**config.mk**
```make
export PLATFORM = sky130hd
export DESIGN_NAME = ascon_loader
export DESIGN_NICKNAME = d
export VERILOG_FILES = /design/src/rtl/ascon_pack.sv /design/src/rtl/ascon_word_packer.sv /design/src/rtl/ascon_loader.sv
export SDC_FILE = /design/constraint.sdc
export NUM_CORES = 1
export LEC_CHECK = 0
export CAP_MARGIN = 30
export CORE_ASPECT_RATIO = 1.75
export CORE_MARGIN = 2
export CORE_UTILIZATION = 38
export DETAILED_ROUTE_END_ITERATION = 7
export MAX_ROUTING_LAYER = met4
export PLACE_DENSITY = 0.81
export RECOVER_POWER = 100
export SETUP_SLACK_MARGIN = 0.02
export SYNTH_ARGS = -nofsm -noshare
export SYNTH_HDL_FRONTEND = slang
export SYNTH_SLANG_ARGS = --single-unit
```
**constraint.sdc**
```tcl
create_clock -name clk -period 2.6 [get_ports clk]
set_input_delay 0.78 -clock clk [delete_from_list [all_inputs] [get_ports clk]]
set_output_delay 0.78 -clock clk [all_outputs]
set_load 0.1 [all_outputs]
```
**src/rtl/ascon_pack.sv**
```systemverilog
// Shared types and widths for the Ascon host-side loader path.
// Host words are 32 bits; wrapper FIFOs carry 64-bit blocks.
package ascon_pack;

  localparam int HOST_WIDTH  = 32;
  localparam int BLOCK_WIDTH = 64;

  typedef logic [HOST_WIDTH-1:0]  u32_t;
  typedef logic [BLOCK_WIDTH-1:0] u64_t;

  typedef enum logic [1:0] {
    IDLE = 2'd0,
    AD   = 2'd1,
    PT   = 2'd2,
    DONE = 2'd3
  } loader_state_e;

  // Little-endian host words arrive with byte 0 in the low lane.
  function automatic u32_t byte_swap(input u32_t w);
    return {w[7:0], w[15:8], w[23:16], w[31:24]};
  endfunction

endpackage

```
**src/rtl/ascon_word_packer.sv**
```systemverilog
// Packs pairs of 32-bit host words into one 64-bit block, first word high.
// Optional byte reversal of each host word when ASCON_LOADER_BSWAP_EN is defined.
module ascon_word_packer
  import ascon_pack::*;
(
  input  logic clk,
  input  logic rst,
  input  logic enable,
  input  logic s_valid,
  input  u32_t s_data,
  input  logic full,
  output logic s_ready,
  output logic push,
  output u64_t block
);

  u32_t word;
  u32_t hold;
  logic half;

`ifdef ASCON_LOADER_BSWAP_EN
  assign word = byte_swap(s_data);
`else
  assign word = s_data;
`endif

  // The first word is always taken; only the completing word waits on full.
  assign s_ready = enable && !rst && (!half || !full);
  assign push    = s_ready && s_valid && half;
  assign block   = {hold, word};

  always_ff @(posedge clk) begin
    if (rst) begin
      hold <= '0;
      half <= 1'b0;
    end else if (s_ready && s_valid) begin
      if (!half) begin
        hold <= word;
        half <= 1'b1;
      end else begin
        half <= 1'b0;
      end
    end
  end

endmodule

```
**src/rtl/ascon_loader.sv**
```systemverilog
// Host-to-Ascon loader: issues the core start, then fills the AD and PT FIFOs
// from the 32-bit host stream. Byte swap option: ASCON_LOADER_BSWAP_EN.
//
// state | meaning
// IDLE  | waiting for start_i with ascon_ready_i
// AD    | packing words into AD FIFO blocks
// PT    | packing words into PT FIFO blocks
// DONE  | done_o pulse, busy_o drops next cycle
module ascon_loader
  import ascon_pack::*;
#(
  parameter int DATA_AW = 7
) (
  input  logic               clk,
  input  logic               rst,
  input  logic [DATA_AW-1:0] ad_size_i,
  input  logic [DATA_AW-1:0] pt_size_i,
  input  logic               start_i,
  output logic               busy_o,
  output logic               done_o,
  input  logic               s_valid_i,
  input  logic [31:0]        s_data_i,
  output logic               s_ready_o,
  input  logic               ascon_ready_i,
  output logic               ascon_start_o,
  output logic               ad_push_o,
  output logic [63:0]        ad_o,
  input  logic               ad_full_i,
  output logic               pt_push_o,
  output logic [63:0]        pt_o,
  input  logic               pt_full_i
);

  localparam logic [DATA_AW-1:0] CNT_ONE = 1;

  loader_state_e      state;
  logic [DATA_AW-1:0] ad_cnt;
  logic [DATA_AW-1:0] pt_cnt;
  logic               busy;
  logic               done;

  logic start_ok;
  logic active;
  logic sel_full;
  logic pk_ready;
  logic pk_push;
  u64_t block;

  assign active   = (state == AD) || (state == PT);
  assign sel_full = (state == PT) ? pt_full_i : ad_full_i;
  assign start_ok = (state == IDLE) && start_i && ascon_ready_i && !rst;

  ascon_word_packer u_packer (
    .clk     (clk),
    .rst     (rst),
    .enable  (active),
    .s_valid (s_valid_i),
    .s_data  (s_data_i),
    .full    (sel_full),
    .s_ready (pk_ready),
    .push    (pk_push),
    .block   (block)
  );

  assign ascon_start_o = start_ok;
  assign s_ready_o     = pk_ready;
  assign ad_push_o     = pk_push && (state == AD);
  assign pt_push_o     = pk_push && (state == PT);
  assign ad_o          = ad_push_o ? block : '0;
  assign pt_o          = pt_push_o ? block : '0;
  assign busy_o        = busy;
  assign done_o        = done;

  // Counters hold blocks still to push; leaving a phase happens on 1 -> 0.
  always_ff @(posedge clk) begin
    if (rst) begin
      state  <= IDLE;
      ad_cnt <= '0;
      pt_cnt <= '0;
      busy   <= 1'b0;
      done   <= 1'b0;
    end else begin
      case (state)
        IDLE: begin
          if (start_ok) begin
            ad_cnt <= ad_size_i;
            pt_cnt <= pt_size_i;
            busy   <= 1'b1;
            if (ad_size_i != '0) begin
              state <= AD;
            end else if (pt_size_i != '0) begin
              state <= PT;
            end else begin
              state <= DONE;
              done  <= 1'b1;
            end
          end
        end
        AD: begin
          if (pk_push) begin
            ad_cnt <= ad_cnt - CNT_ONE;
            if (ad_cnt == CNT_ONE) begin
              if (pt_cnt != '0) begin
                state <= PT;
              end else begin
                state <= DONE;
                done  <= 1'b1;
              end
            end
          end
        end
        PT: begin
          if (pk_push) begin
            pt_cnt <= pt_cnt - CNT_ONE;
            if (pt_cnt == CNT_ONE) begin
              state <= DONE;
              done  <= 1'b1;
            end
          end
        end
        DONE: begin
          done  <= 1'b0;
          busy  <= 1'b0;
          state <= IDLE;
        end
        default: state <= IDLE;
      endcase
    end
  end

endmodule

```
==> results of run 1 <==
## final cells by class
type / instances / area [um2]
Timing Repair Buffer: 251 / 4040
Multi-Input combinational cell: 365 / 2540
Clock buffer: 5 / 125
Clock inverter: 2 / 13.8
Sequential cell: 51 / 1030
Inverter: 12 / 47.5
Fill cell: 237 / 681
Tap cell: 117 / 146
## per-layer routing
metal / GRT usage (%) / up-vias
met3: 7.99 / 150
met1: 44.0 / 2276
li1: - / 1980
met2: 74.3 / 435
met5: - / -
met4: 27.8 / 0
## through the flow
stage / setup WS (ns) / hold slack, ns
after floorplan: -0.146 / 0.445
after global placement: -0.548 / 0.453
after detailed placement: -0.608 / 0.464
after CTS: -0.350 / 0.476
after global routing: -0.473 / 0.495
final: -0.460 / 0.488
## cell usage after synthesis, drive strengths merged (3+ instances only)
master  instances  area [um2]
a211oi          7        52.6
a21oi          52         264
a311oi          3        32.5
and2          130         815
buf             8        46.3
clkbuf         23        98.9
dfxtp          51        1020
ha             11         138
inv            12        45.0
nand2          79         297
nand2b          4        25.0
nand3           6        30.0
nand4           5        31.3
nand4b          3        41.3
nor2           14        55.1
nor2b           3        18.8
nor3           10        66.3
nor4            4        31.3
o21ai          12        60.1
## worst min-delay path, stage by stage (launching register included)
cell     delay [ns]
dfxtp_1        0.33
nand2_1        0.06
a21oi_1        0.05
## registers in the layout, summed over array words and instances (netlist names)
signal and flops:
u_packer.half 1, ad_cnt 7, u_packer.hold 32, pt_cnt 7, busy_o 1, state 2, done_o 1
## placed cells by master, fill, tap and decap left out, types with 3 or more instances in the layout
| cell | n |
|---|---|
| a21oi_1 | 50 |
| and2_4 | 128 |
| nand2_1 | 79 |
| nand2b_1 | 4 |
| dfxtp_1 | 49 |
| nand4_1 | 5 |
| buf_8 | 4 |
| o21ai_0 | 10 |
| buf_12 | 140 |
| clkdlybuf4s50_1 | 48 |
| buf_4 | 31 |
| clkbuf_16 | 8 |
| nor4_1 | 3 |
| nor3_1 | 6 |
| nand3_1 | 6 |
| nor2b_1 | 3 |
| buf_16 | 8 |
| inv_1 | 11 |
| buf_2 | 3 |
| buf_6 | 13 |
| nor2_1 | 13 |
| a211oi_1 | 7 |
| ha_1 | 9 |
## cell families (layout without fill, tap and decap cells)
kind of cell,count (synthesis),after routing,share of synthesized area [%]
flops,51,51,30.3
compound gates,88,88,15.8
simple gates,265,265,43.7
buf+inv,43,270,5.65
fa+ha+maj,11,11,4.09
mux,1,1,0.446
## what timing repair did
action | 4_1_cts | 5_1_grt
pin swaps | 4 | 5
cloned | 13 | 3
buffers inserted | 21 | 7
gates resized for setup | 46 | 18
setup endpoints to repair | 132 | 132
## worst max-delay path by stage
stage                          from       end  slack (ns)
after floorplan           ad_full_i  ad_o[14]       -0.15
after global placement    s_valid_i   ad_o[2]       -0.55
after detailed placement  s_valid_i  pt_o[29]       -0.61
after CTS                  state[0]  ad_o[36]       -0.35
after global routing       state[1]  ad_o[16]       -0.47
final                      state[1]  ad_o[58]       -0.46
## report_power, final
part / total, W / leakage [nW] / internal (W) / switching (W)
clock network: 0.000661 / 0.0696 / 0.000352 / 0.000309
logic: 0.00156 / 2.75 / 0.000587 / 0.000976
registers: 0.00112 / 0.415 / 0.000935 / 0.000183
total: 0.00334 / 3.23 / 0.00187 / 0.00147
==> impl_metrics.ini, run 1 <==
[clocking]
postCtsHoldBufs = 0
clock-sinks = 51
cts_buffers = 5
cts_root_buffer = clkbuf_16
path_clk_slew_ns = 0.07
clk_latency_ns = 0.30
cts_tree = done
cts_max_path_buffers = 2
htreeDepth = 2

[floorplanning]
top_level_ports = 187
die_area_um2 = 9650
rows = 45
die_w_um = 75.1
coreArea_um2 = 8610
die_h_um = 128
start_util_pct = 39.1

[final_layout]
final_cells = 803
final_area_um2 = 7930
n_antenna_cell = 0
drive_above_1_share_pct = 52.3
fin_nets = 750
area_delta_synth_final_pct = 136
utilization_pct = 92.1

[synth]
netlist_instances = 459
syn_nets = 523
ys_async_sr_fraction_pct = 0
syn_area_per_cell_um2 = 7.33
synth_flop_cell = dfxtp_1
synth_area_um2 = 3360
synth-edff-count = 0
seq_area_frac_synth_pct = 30.3
ys_ff_latch = 51
yosysWarnings = 0
yosys.cell_types.count = 47

[routing]
avgViaCountPerCell = 6.03
drtIter0Drc = 387
routed_wl_um = 20900
dr.pass1.iters = 6
ant_nets = 0
vias = 4841
wl_met2_um = 10600
wl_per_cell_um = 26.0
met1_length_um = 6600
wl_met3_um = 1700
drc = 0
routed.top_layer = met4

[run_status]
violations = setup timing
status = finished, violations left

[critical_path]
worstSetupEndpointType = primary output
cp_data_required_time_ns = 1.82
crit_chain = buf_6 > ha_4 > mux2_4 > nor3_4 > buf_6 > buf_8 > clkbuf_16 > and2_4 > buf_12
cp_data_arrival_time_ns = 2.28
rrSetupSlack_ns = 0.02
critPathMaxFanout = 4
path_buf_inv = 5
cpMaxStageDelayCell = dfxtp_4
cpPeakStageDelay_ns = 0.36
reg2reg_to = ad_cnt[4]
crit_top_cell = buf_6
cp.depth = 9
criticalPathCategory = register to primary output
critPathTopFamily = buffers and inverters
start_kind = register
reg2reg_depth = 12
rr_startpoint = state[1]

[sta]
skew_ns = 0.00873
rsz0062_at_grt = true
maxSlewHeadroom_pct = 67.5
min_period_ns = 3.06
drv_slew = 0
worst_slew_pin_slew_ns = 0.485
min_period_over_period_pct = 118
hold_violations = 0
finalWorstSetupSlack_ns = -0.460
finalSetupTns_ns = -47.76
timing.fmax_ghz = 0.327
setup_viol = 131

[worst_hold_path]
min_path_type = register to register
holdPathStages = 2
min_to = u_packer.hold[17]
hold_start = u_packer.hold[17]

[place]
globalplace.congestion = 0.951
placed_cells_incl_taps = 764
io_buffers = 186
placed_cell_area_um2 = 7180
place_hpwl_um = 11200

[power_and_ir_drop]
vdd_drop_max_mv = 0.767
powerDensity_nw_per_um2 = 421
leakagePower_nw = 3.23
power.total_w = 0.00334

[global_route]
track_usage_pct = 43.5
grt_overflow = 0
grt_pass1_wl_um = 30100
antenna_found_initial = 0
grt_max_degree = 57
grt_pass1_vias = 4938

[flow_run]
drv_cap = 0
Power figures use the tool's default switching activity.
==> run 2: changes to the inputs <==
Settings changed: CORE_UTILIZATION 38 to 35, PLACE_DENSITY 0.81 to 0.79.
Clock period 2.6 ns to 2.8 ns, I/O delays scaled along.
==> impl_metrics.ini, run 2 (synthesized netlist as in run 1, its figures left out) <==
[clocking]
path_clk_slew_ns = 0.07
cts_buffers = 5
clock-sinks = 51
cts_root_buffer = clkbuf_16
htreeDepth = 2
cts_max_path_buffers = 2
clk_latency_ns = 0.30
cts_tree = done

[worst_hold_path]
min_path_type = register to register
hold_start = busy_o
holdPathStages = 2
min_to = busy_o

[run_status]
violations = setup timing
status = finished, violations left

[global_route]
antenna_found_initial = 0
grt_pass1_wl_um = 26700
grt_max_degree = 57
track_usage_pct = 34.3
grt_pass1_vias = 4629
grt_overflow = 0

[final_layout]
n_antenna_cell = 0
area_delta_synth_final_pct = 137
fin_nets = 742
nFillCells = 462
final-seq-area_um2 = 1030
drive_above_1_share_pct = 51.7
final_cells = 801
largest_register = u_packer.hold
final_common_cell = buf_12
top_regs = u_packer.hold (32), ad_cnt (7), pt_cnt (7)
mostFrequentLayoutCells = buf_12, and2_4, nand2_1, a21oi_1, dfxtp_1
multi_input_area_um2 = 2530
largest_reg_flops = 32

[place]
io_buffers = 186
placed_cells_incl_taps = 760
globalplace.congestion = 0.962
place_hpwl_um = 10700

[critical_path]
start_kind = register
reg2reg_depth = 11
criticalPathCategory = register to primary output
cp_data_arrival_time_ns = 2.23
cpMaxStageDelayCell = dfxtp_4
cp_data_required_time_ns = 1.96
worstSetupEndpointType = primary output
cp.depth = 10
rr_startpoint = state[1]
rrSetupSlack_ns = 0.40
crit_chain = inv_4 > ha_4 > nand4b_4 > nor3_4 > buf_6 > buf_8 > buf_12 > buf_16 > and2_4 > buf_12
path_buf_inv = 6
critPathMaxFanout = 6
reg2reg_to = ad_cnt[4]
crit_top_cell = buf_12
cpPeakStageDelay_ns = 0.40
critPathTopFamily = buffers and inverters

[sta]
maxSlewHeadroom_pct = 19.6
min_period_over_period_pct = 110
drv_slew = 0
skew_ns = 0.00509
rsz0062_at_grt = true
hold_violations = 0
finalWorstSetupSlack_ns = -0.266
worst_slew_pin_slew_ns = 1.21
timing.fmax_ghz = 0.326
setup_viol = 130
min_period_ns = 3.07

[routing]
dr.pass1.iters = 4
met1_length_um = 5650
wl_met2_um = 10200
routed.top_layer = met4
drc = 0
vias = 4327
wl_met3_um = 889
routed_wl_um = 17400
ant_nets = 0
drtIter0Drc = 177
wl_per_cell_um = 21.7
avgViaCountPerCell = 5.40

[flow_run]
drv_cap = 0

[power_and_ir_drop]
sw_frac_of_total_pct = 39.7
leakagePower_nw = 3.21
power.switching_w = 0.00124
power.total_w = 0.00312
vdd_drop_max_mv = 0.459
p_seq_share_pct = 33.1
power.internal_w = 0.00188
powerDensity_nw_per_um2 = 391
pwr-share-comb_pct = 40.7
clockPowerShare_pct = 26.2

[floorplanning]
top_level_ports = 187
die_area_um2 = 10400
die_w_um = 78.1
coreArea_um2 = 9410
start_util_pct = 35.8
rows = 47
die_h_um = 134
run 2: routing by layer:
metal / GRT usage (%) / vias to the layer above
met3: 5.62 / 57
li1: - / 1961
met4: 12.3 / 0
met1: 33.0 / 2107
met5: - / -
met2: 66.8 / 202
run 2: area by class of cell:
type / count / area share (%)
flip-flops and latches: 51 / 12.9
well taps: 122 / 1.91
inverters: 12 / 0.628
repair buffers: 243 / 50.5
clock inverters: 3 / 0.847
clock buffers: 5 / 1.57
multi-input cells: 365 / 31.7
run 2: worst max-delay path by stage:
| stage | end | slack [ns] | startpoint |
|---|---|---|---|
| final | pt_o[29] | -0.27 | state[1] |
| after global routing | pt_o[29] | -0.32 | state[1] |
| after CTS | ad_o[13] | -0.29 | ad_full_i |
| after detailed placement | pt_o[18] | -0.52 | s_valid_i |
| after global placement | pt_o[19] | -0.48 | s_valid_i |
| after floorplan | ad_o[14] | -0.07 | ad_full_i |
run 2: tightest hold or removal path, delay by kind of cell, from the launching register on:
family / cells / cell delay (ns)
AOI/OAI and AO/OA: 1 / 0.05
and+or+nand+nor: 1 / 0.06
DFF: 1 / 0.31
run 2: power by group through the flow:
stage               Clock [W]  Combinational, W  Sequential, W
floorplan                   0          0.000729        0.00105
global placement            0           0.00112        0.00101
detailed placement          0           0.00118        0.00103
CTS                  0.000808           0.00123        0.00102
global route         0.000842           0.00137        0.00104
finish               0.000817           0.00127        0.00103
run 2: per-stage QoR:
step	hold slack, ns	setup WS (ns)	TNS (ns)	utilization (%)	area, um2
floorplan	0.445	-0.0663	-5.52	-	3800
global placement	0.456	-0.478	-56.42	75.5	7100
detailed placement	0.468	-0.520	-62.51	75.5	7100
CTS	0.478	-0.288	-24.35	86.7	8160
global route	0.497	-0.319	-29.26	84.8	7980
finish	0.480	-0.266	-22.28	84.8	7980
run 2: repair_timing:
item                       4_1_cts  5_1_grt
setup buffers                   24        1
pin swaps                        8        1
hold buffers                     0        0
cloned                          16        2
setup endpoints to repair      131      132
gates resized for setup         60        6
